--- config.mk ---
export PLATFORM = sky130hd
export DESIGN_NAME = enc_position_tracker
export DESIGN_NICKNAME = d
export VERILOG_FILES = /design/src/rtl/enc_pkg.sv /design/src/rtl/enc_rate_window.sv /design/src/rtl/enc_position_tracker.sv
export SDC_FILE = /design/constraint.sdc
export NUM_CORES = 1
export LEC_CHECK = 0
export CAP_MARGIN = 20
export CORE_MARGIN = 10
export CORE_UTILIZATION = 60
export DETAILED_ROUTE_END_ITERATION = 16
export PLACE_DENSITY = 0.84
export RECOVER_POWER = 25
export SLEW_MARGIN = 5
export SYNTH_ARGS = -nofsm -noshare
export SYNTH_HDL_FRONTEND = slang
export SYNTH_SLANG_ARGS = --single-unit
--- constraint.sdc ---
create_clock -name clk -period 7.27 [get_ports clk]
set_clock_uncertainty 0.15 [all_clocks]
set_input_delay 1.454 -clock clk [delete_from_list [all_inputs] [get_ports clk]]
set_output_delay 1.454 -clock clk [all_outputs]
set_load 0.1 [all_outputs]
--- src/rtl/enc_pkg.sv ---
// Shared definitions for the encoder position tracker: step codes,
// default timing constants and the saturating step-add helper.
package enc_pkg;

  // Step codes produced from the plus1/minus1 pulse pair
  localparam logic [1:0] DELTA_NONE = 2'b00;
  localparam logic [1:0] DELTA_FWD  = 2'b01;
  localparam logic [1:0] DELTA_REV  = 2'b11;

  localparam int DEFAULT_WINDOW      = 1000;
  localparam int DEFAULT_IDLE_CYCLES = 100000;

  // Width used for intermediate saturating arithmetic (holds any VEL_W < 64)
  localparam int SAT_CALC_W = 64;

  // Both pulses together cancel out and count as no step
  function automatic logic [1:0] decode_step(input logic up, input logic dn);
    logic [1:0] code;
    code = DELTA_NONE;
    if (up && !dn) begin
      code = DELTA_FWD;
    end else if (dn && !up) begin
      code = DELTA_REV;
    end
    return code;
  endfunction

  // Apply a step code to a value and clamp into the signed range of width w
  function automatic logic signed [SAT_CALC_W-1:0] sat_add(
    input logic signed [SAT_CALC_W-1:0] a,
    input logic [1:0]                   code,
    input int                           w
  );
    logic signed [SAT_CALC_W-1:0] hi;
    logic signed [SAT_CALC_W-1:0] lo;
    logic signed [SAT_CALC_W-1:0] r;
    hi = (64'sd1 <<< (w - 1)) - 64'sd1;
    lo = -(64'sd1 <<< (w - 1));
    r  = a;
    if (code == DELTA_FWD) begin
      r = a + 64'sd1;
    end else if (code == DELTA_REV) begin
      r = a - 64'sd1;
    end
    if (r > hi) begin
      r = hi;
    end else if (r < lo) begin
      r = lo;
    end
    return r;
  endfunction

endpackage

--- src/rtl/enc_rate_window.sv ---
// Windowed velocity: counts net steps over WINDOW cycles with a saturating
// accumulator and publishes the total once per window.
module enc_rate_window
  import enc_pkg::*;
#(
  parameter int VEL_W  = 16,
  parameter int WINDOW = DEFAULT_WINDOW
) (
  input  logic                    clk,
  input  logic                    rst,
  input  logic [1:0]              delta,
  output logic signed [VEL_W-1:0] vel,
  output logic                    vel_valid
);

  localparam int               CNT_W    = $clog2(WINDOW);
  localparam logic [CNT_W-1:0] CNT_LAST = CNT_W'(WINDOW - 1);

  logic [CNT_W-1:0]        r_cnt;
  logic signed [VEL_W-1:0] r_acc;
  logic signed [VEL_W-1:0] r_vel;
  logic                    r_vel_valid;
  logic signed [VEL_W-1:0] w_acc_next;

  // Accumulator including this cycle's step, clamped to the result range
  always_comb begin
    w_acc_next = VEL_W'(sat_add(SAT_CALC_W'(r_acc), delta, VEL_W));
  end

  // Window counter; on the last cycle publish the total and start afresh
  always_ff @(posedge clk) begin
    if (rst) begin
      r_cnt       <= '0;
      r_acc       <= '0;
      r_vel       <= '0;
      r_vel_valid <= 1'b0;
    end else if (r_cnt == CNT_LAST) begin
      r_vel       <= w_acc_next;
      r_vel_valid <= 1'b1;
      r_acc       <= '0;
      r_cnt       <= '0;
    end else begin
      r_acc       <= w_acc_next;
      r_vel_valid <= 1'b0;
      r_cnt       <= r_cnt + CNT_W'(1);
    end
  end

  assign vel       = r_vel;
  assign vel_valid = r_vel_valid;

endmodule

--- src/rtl/enc_position_tracker.sv ---
// Encoder position tracker: absolute position with preset, windowed
// velocity, direction and idle status from decoder step pulses.
// Optional macro ENC_TRACKER_LIMITS_EN replaces wrapping with saturation
// against run-time bounds pos_min/pos_max and adds at_min/at_max flags.
module enc_position_tracker
  import enc_pkg::*;
#(
  parameter int POS_W       = 32,
  parameter int VEL_W       = 16,
  parameter int WINDOW      = DEFAULT_WINDOW,
  parameter int IDLE_CYCLES = DEFAULT_IDLE_CYCLES
) (
  input  logic                    clk,
  input  logic                    rst,
  input  logic                    plus1,
  input  logic                    minus1,
  input  logic                    load,
  input  logic signed [POS_W-1:0] load_val,
`ifdef ENC_TRACKER_LIMITS_EN
  input  logic signed [POS_W-1:0] pos_min,
  input  logic signed [POS_W-1:0] pos_max,
  output logic                    at_min,
  output logic                    at_max,
`endif
  output logic signed [POS_W-1:0] pos,
  output logic                    pos_wrap,
  output logic signed [VEL_W-1:0] vel,
  output logic                    vel_valid,
  output logic                    dir,
  output logic                    moving
);

  localparam logic signed [POS_W-1:0] POS_MAX = {1'b0, {(POS_W-1){1'b1}}};
  localparam logic signed [POS_W-1:0] POS_MIN = {1'b1, {(POS_W-1){1'b0}}};
  localparam int                      IDLE_W  = $clog2(IDLE_CYCLES + 1);
  localparam logic [IDLE_W-1:0]       IDLE_LIMIT = IDLE_W'(IDLE_CYCLES);

  logic signed [POS_W-1:0] r_pos;
  logic                    r_wrap;
  logic                    r_dir;
  logic                    r_moving;
  logic [IDLE_W-1:0]       r_idle;
  logic [1:0]              w_delta;
  logic                    w_step;
  logic signed [POS_W-1:0] w_pos_next;
  logic                    w_wrap_next;

  assign w_delta = decode_step(plus1, minus1);
  assign w_step  = (w_delta != DELTA_NONE);

  // Next position: preset wins over a step; otherwise wrap or clamp the step
  always_comb begin
    w_pos_next  = r_pos;
    w_wrap_next = 1'b0;
`ifdef ENC_TRACKER_LIMITS_EN
    if (load) begin
      if (load_val < pos_min) begin
        w_pos_next = pos_min;
      end else if (load_val > pos_max) begin
        w_pos_next = pos_max;
      end else begin
        w_pos_next = load_val;
      end
    end else if (w_delta == DELTA_FWD && r_pos < pos_max) begin
      w_pos_next = r_pos + POS_W'(1);
    end else if (w_delta == DELTA_REV && r_pos > pos_min) begin
      w_pos_next = r_pos - POS_W'(1);
    end
`else
    if (load) begin
      w_pos_next = load_val;
    end else if (w_delta == DELTA_FWD) begin
      w_pos_next  = r_pos + POS_W'(1);
      w_wrap_next = (r_pos == POS_MAX);
    end else if (w_delta == DELTA_REV) begin
      w_pos_next  = r_pos - POS_W'(1);
      w_wrap_next = (r_pos == POS_MIN);
    end
`endif
  end

  // Position register and its wrap pulse
  always_ff @(posedge clk) begin
    if (rst) begin
      r_pos  <= '0;
      r_wrap <= 1'b0;
    end else begin
      r_pos  <= w_pos_next;
      r_wrap <= w_wrap_next;
    end
  end

  // Direction of last real step and idle timeout for the moving flag
  always_ff @(posedge clk) begin
    if (rst) begin
      r_dir    <= 1'b1;
      r_moving <= 1'b0;
      r_idle   <= '0;
    end else if (w_step) begin
      r_dir    <= (w_delta == DELTA_FWD);
      r_moving <= 1'b1;
      r_idle   <= '0;
    end else if (r_idle != IDLE_LIMIT) begin
      r_idle <= r_idle + IDLE_W'(1);
      if (r_idle + IDLE_W'(1) == IDLE_LIMIT) begin
        r_moving <= 1'b0;
      end
    end
  end

  enc_rate_window #(
    .VEL_W  (VEL_W),
    .WINDOW (WINDOW)
  ) u_rate (
    .clk       (clk),
    .rst       (rst),
    .delta     (w_delta),
    .vel       (vel),
    .vel_valid (vel_valid)
  );

  assign pos      = r_pos;
  assign pos_wrap = r_wrap;
  assign dir      = r_dir;
  assign moving   = r_moving;
`ifdef ENC_TRACKER_LIMITS_EN
  assign at_min   = (r_pos == pos_min);
  assign at_max   = (r_pos == pos_max);
`endif

endmodule

==> results.md <==
- Hpwl dp: roughly 13000 um
- Post_cts resized: 0
- Async SR Flop Fraction: 0
- Initial DRC count: between 500 and 600
- Minimum clock period: approximately 5.8 ns
- CTS tree: yes
- Final Non-Filler Cells: between 900 and 1000
- Vias/cell: ~6.3
- Kind of cell adding the most delay to the critical path: compound AO/OA/AOI/OAI gates
- Clock sink count: between 90 and 100
- IO Count: 89
- Max Clk Rate: between 150 and 200 MHz
- Dpl cells: 974
- Total track usage: 0.2458
- First-pass DRT Iterations: 6
- Dpl cell area: 0.007119 mm2
- Failing checks: capacitance limit, slew limit
- Syn_nets: between 800 and 900
- Synthesized area per cell: around 7.9 um2
- Worst Tran Pin Value: approximately 1.6 ns
- Syn Inst Count: roughly 780
- Number of synthesized flops with an enable pin: 0
- Number of synthesized register bits: 95
- DR WL/cell: around 18 um
- Antenna violations before repair: 0
- Share of layout cells above drive strength 1: 0.03497
- Clock Latency Late Sink: around 0.39 ns
- Rows: 36
- Max Slew Vio Count: 30
- Slowest CP cell: o31ai_1
- Die H: 121.4 um
- CTS Root Cell: clkbuf_8
- Pwr Total: 1753 uW
- PortBufs: 88
- Postcts setup bufs: 0
- Gp weighted congestion: 0.9143
- CP required: around 7.4 ns
- Min-Delay Path Class: flip-flop to flip-flop
- Part of the cycle the worst path needs: 0.7951
- Synth unique cells: between 60 and 70
- Critical path capture point type: flip-flop
- First-pass GRT wire length: 29890 um
- CTS H-tree lvls: 3
- Layout overhead on the synthesized area: 18.93%
- Crit path buffers/inverters: 2
- Crit Path Max Fanout: 27
- Outcome: finished with violations
- Initial Util: 0.6223
- CORE AREA: approximately 0.0099 mm2
- Post-synth top area cell: dfxtp_1
- Synth top area cells: dfxtp_1 (31%), ha_1 (7.7%), nor2_1 (5.9%)
- Vias in the first global route: ~6000
- DRC: 0
- Finished Cell Area: between 0.007 and 0.008 mm2
- Setup TNS: 0 ns
- FILL cells: about 770
- Via count: between 6000 and 7000
- Die width: 121.4 um
- Maximum vdd ir drop: approximately 0.21 mV
- Routed Antenna Nets: 0
- GRT Residual Overflow: 0
- Most common flop cell mapped by yosys: dfxtp_1
- WP data arrival: between 5 and 6 ns
- Sequential area share after synthesis: 0.3084
- Clock slew at reported path FFs: 0.09 ns
- Die area: between 0.01 and 0.015 mm2
- Leakage: about 0.003 uW
- Final Hold Viols: 0
- Synthesized area: ~0.0062 mm2
- Max Root-Sink Buffers: 2
- RSZ-0062 raised after global routing: no
- Setup violations, final: 0
- WL final: between 15000 and 20000 um
- Post-synth top area share: 0.3084
- Fin nets: just over 900
- TritonCTS Buffers: 9
- Count leader, synth: nor2_1
- Critical path launch point type: input port
- Largest net degree at the start of global routing: between 40 and 50
- Ys Warns: 0
- Type of the worst setup path: input port to flip-flop
- Hold buffers post-CTS: 0
- Power Density: roughly 240 mW/mm2
- Max cap viols: 1
- Antenna Cells: 0
- Most frequent cells after synthesis: nor2_1 (97), dfxtp_1 (95), nand2_1 (62)
- Max incr delay on CP: about 0.86 ns
- Crit path cell chain: clkdlybuf4s50_1, ha_1, inv_1, ha_1, o21ai_0, o21ai_0, a31oi_1, o31ai_1, a311oi_1, mux2i_1, o32ai_1
- Slew margin rel.: -0.07669
==> state kept, by name, indices dropped and copies added, names as in the netlist <==
signal / cells
u_rate.vel: 16
moving: 1
u_rate.vel_valid: 1
r_idle: 17
pos: 32
u_rate.r_acc: 16
u_rate.r_cnt: 10
pos_wrap: 1
dir: 1
==> logic make-up after synthesis <==
logic type,Yosys count,share of synthesized area
muxes,7,0.01156
buffers and inverters,56,0.03530
DFF,95,0.3084
AOI/OAI and AO/OA,223,0.2422
xor gates and xnor gates,54,0.07669
and+or+nand+nor,306,0.2439
adders and majority gates,40,0.08196
==> area by class of cell <==
| type | instances | area [um2] | share of cell area |
|---|---|---|---|
| clock inverters | 4 | 52.55 | 0.007165 |
| flip-flops and latches | 95 | 1902 | 0.2593 |
| inverters | 24 | 90.09 | 0.01228 |
| clock buffers | 12 | 155.1 | 0.02115 |
| multi-input cells | 630 | 4050 | 0.5522 |
| repair buffers | 93 | 918.4 | 0.1252 |
| well taps | 133 | 166.4 | 0.02269 |
==> power by group <==
group	internal (uW)	total, uW	switching [uW]
logic	267	746	478
registers	565	629	64.6
clock network	179	377	198
==> through the flow <==
step / hold slack, ns / utilization / setup WS (ns)
2_1_floorplan: 0.2632 / - / 2.465
3_3_place_gp: 0.2777 / 0.7184 / 1.436
3_5_place_dp: 0.2935 / 0.7184 / 1.235
4_1_cts: 0.3068 / 0.7394 / 1.645
5_1_grt: 0.3340 / 0.7402 / 1.272
6_report: 0.3065 / 0.7402 / 1.489
==> worst reg2reg max path, stage by stage (launching register included) <==
cell	delay, ns
dfxtp_1	0.39
ha_1	0.41
o21ai_0	0.19
o21ai_0	0.33
a31oi_1	0.24
o31ai_1	0.87
a311oi_1	0.24
mux2i_1	0.18
o32ai_1	0.25
==> path summary, 6_finish.rpt <==
kind,from,endpoint,slack [ns],depth (start not counted)
max,plus1,pos[28],1.49,11
min,u_rate.r_cnt[0],u_rate.r_cnt[0],0.31,1
max reg2reg,pos[3],pos[28],3.94,8
min reg2reg,u_rate.r_cnt[0],u_rate.r_cnt[0],0.31,1
==> routing by layer <==
metal / track usage / share of wire
met5: 0 / 0
met4: 0.09165 / 0.027
met3: 0.06515 / 0.071
met2: 0.3992 / 0.46
met1: 0.3044 / 0.44
==> placed cells by master, fill, tap and decap left out, drive strengths merged, types with 3 or more instances in the layout <==
cell           count
nand2             62
and3              15
a221oi             7
nor4              14
nor2b              8
o211ai             8
nor4b              5
nand3             27
a211o              3
nor3              20
or4                4
dfxtp             95
and2               7
o22ai              4
ha                38
nor2              97
o31ai              9
or2                4
clkdlybuf4s50     81
a31oi              6
mux2i              6
a21o              20
a311oi             3
o211a             10
or3                6
nand4             24
buf                4
o41ai              3
xnor2             29
o21a               6
clkbuf            13
a211oi            12
o21ai             53
inv               25
a21oi             58
dlygate4sd3        7
a22o               3
xor2              25
and4               7
Note: power is estimated with default switching activity, not from simulation.
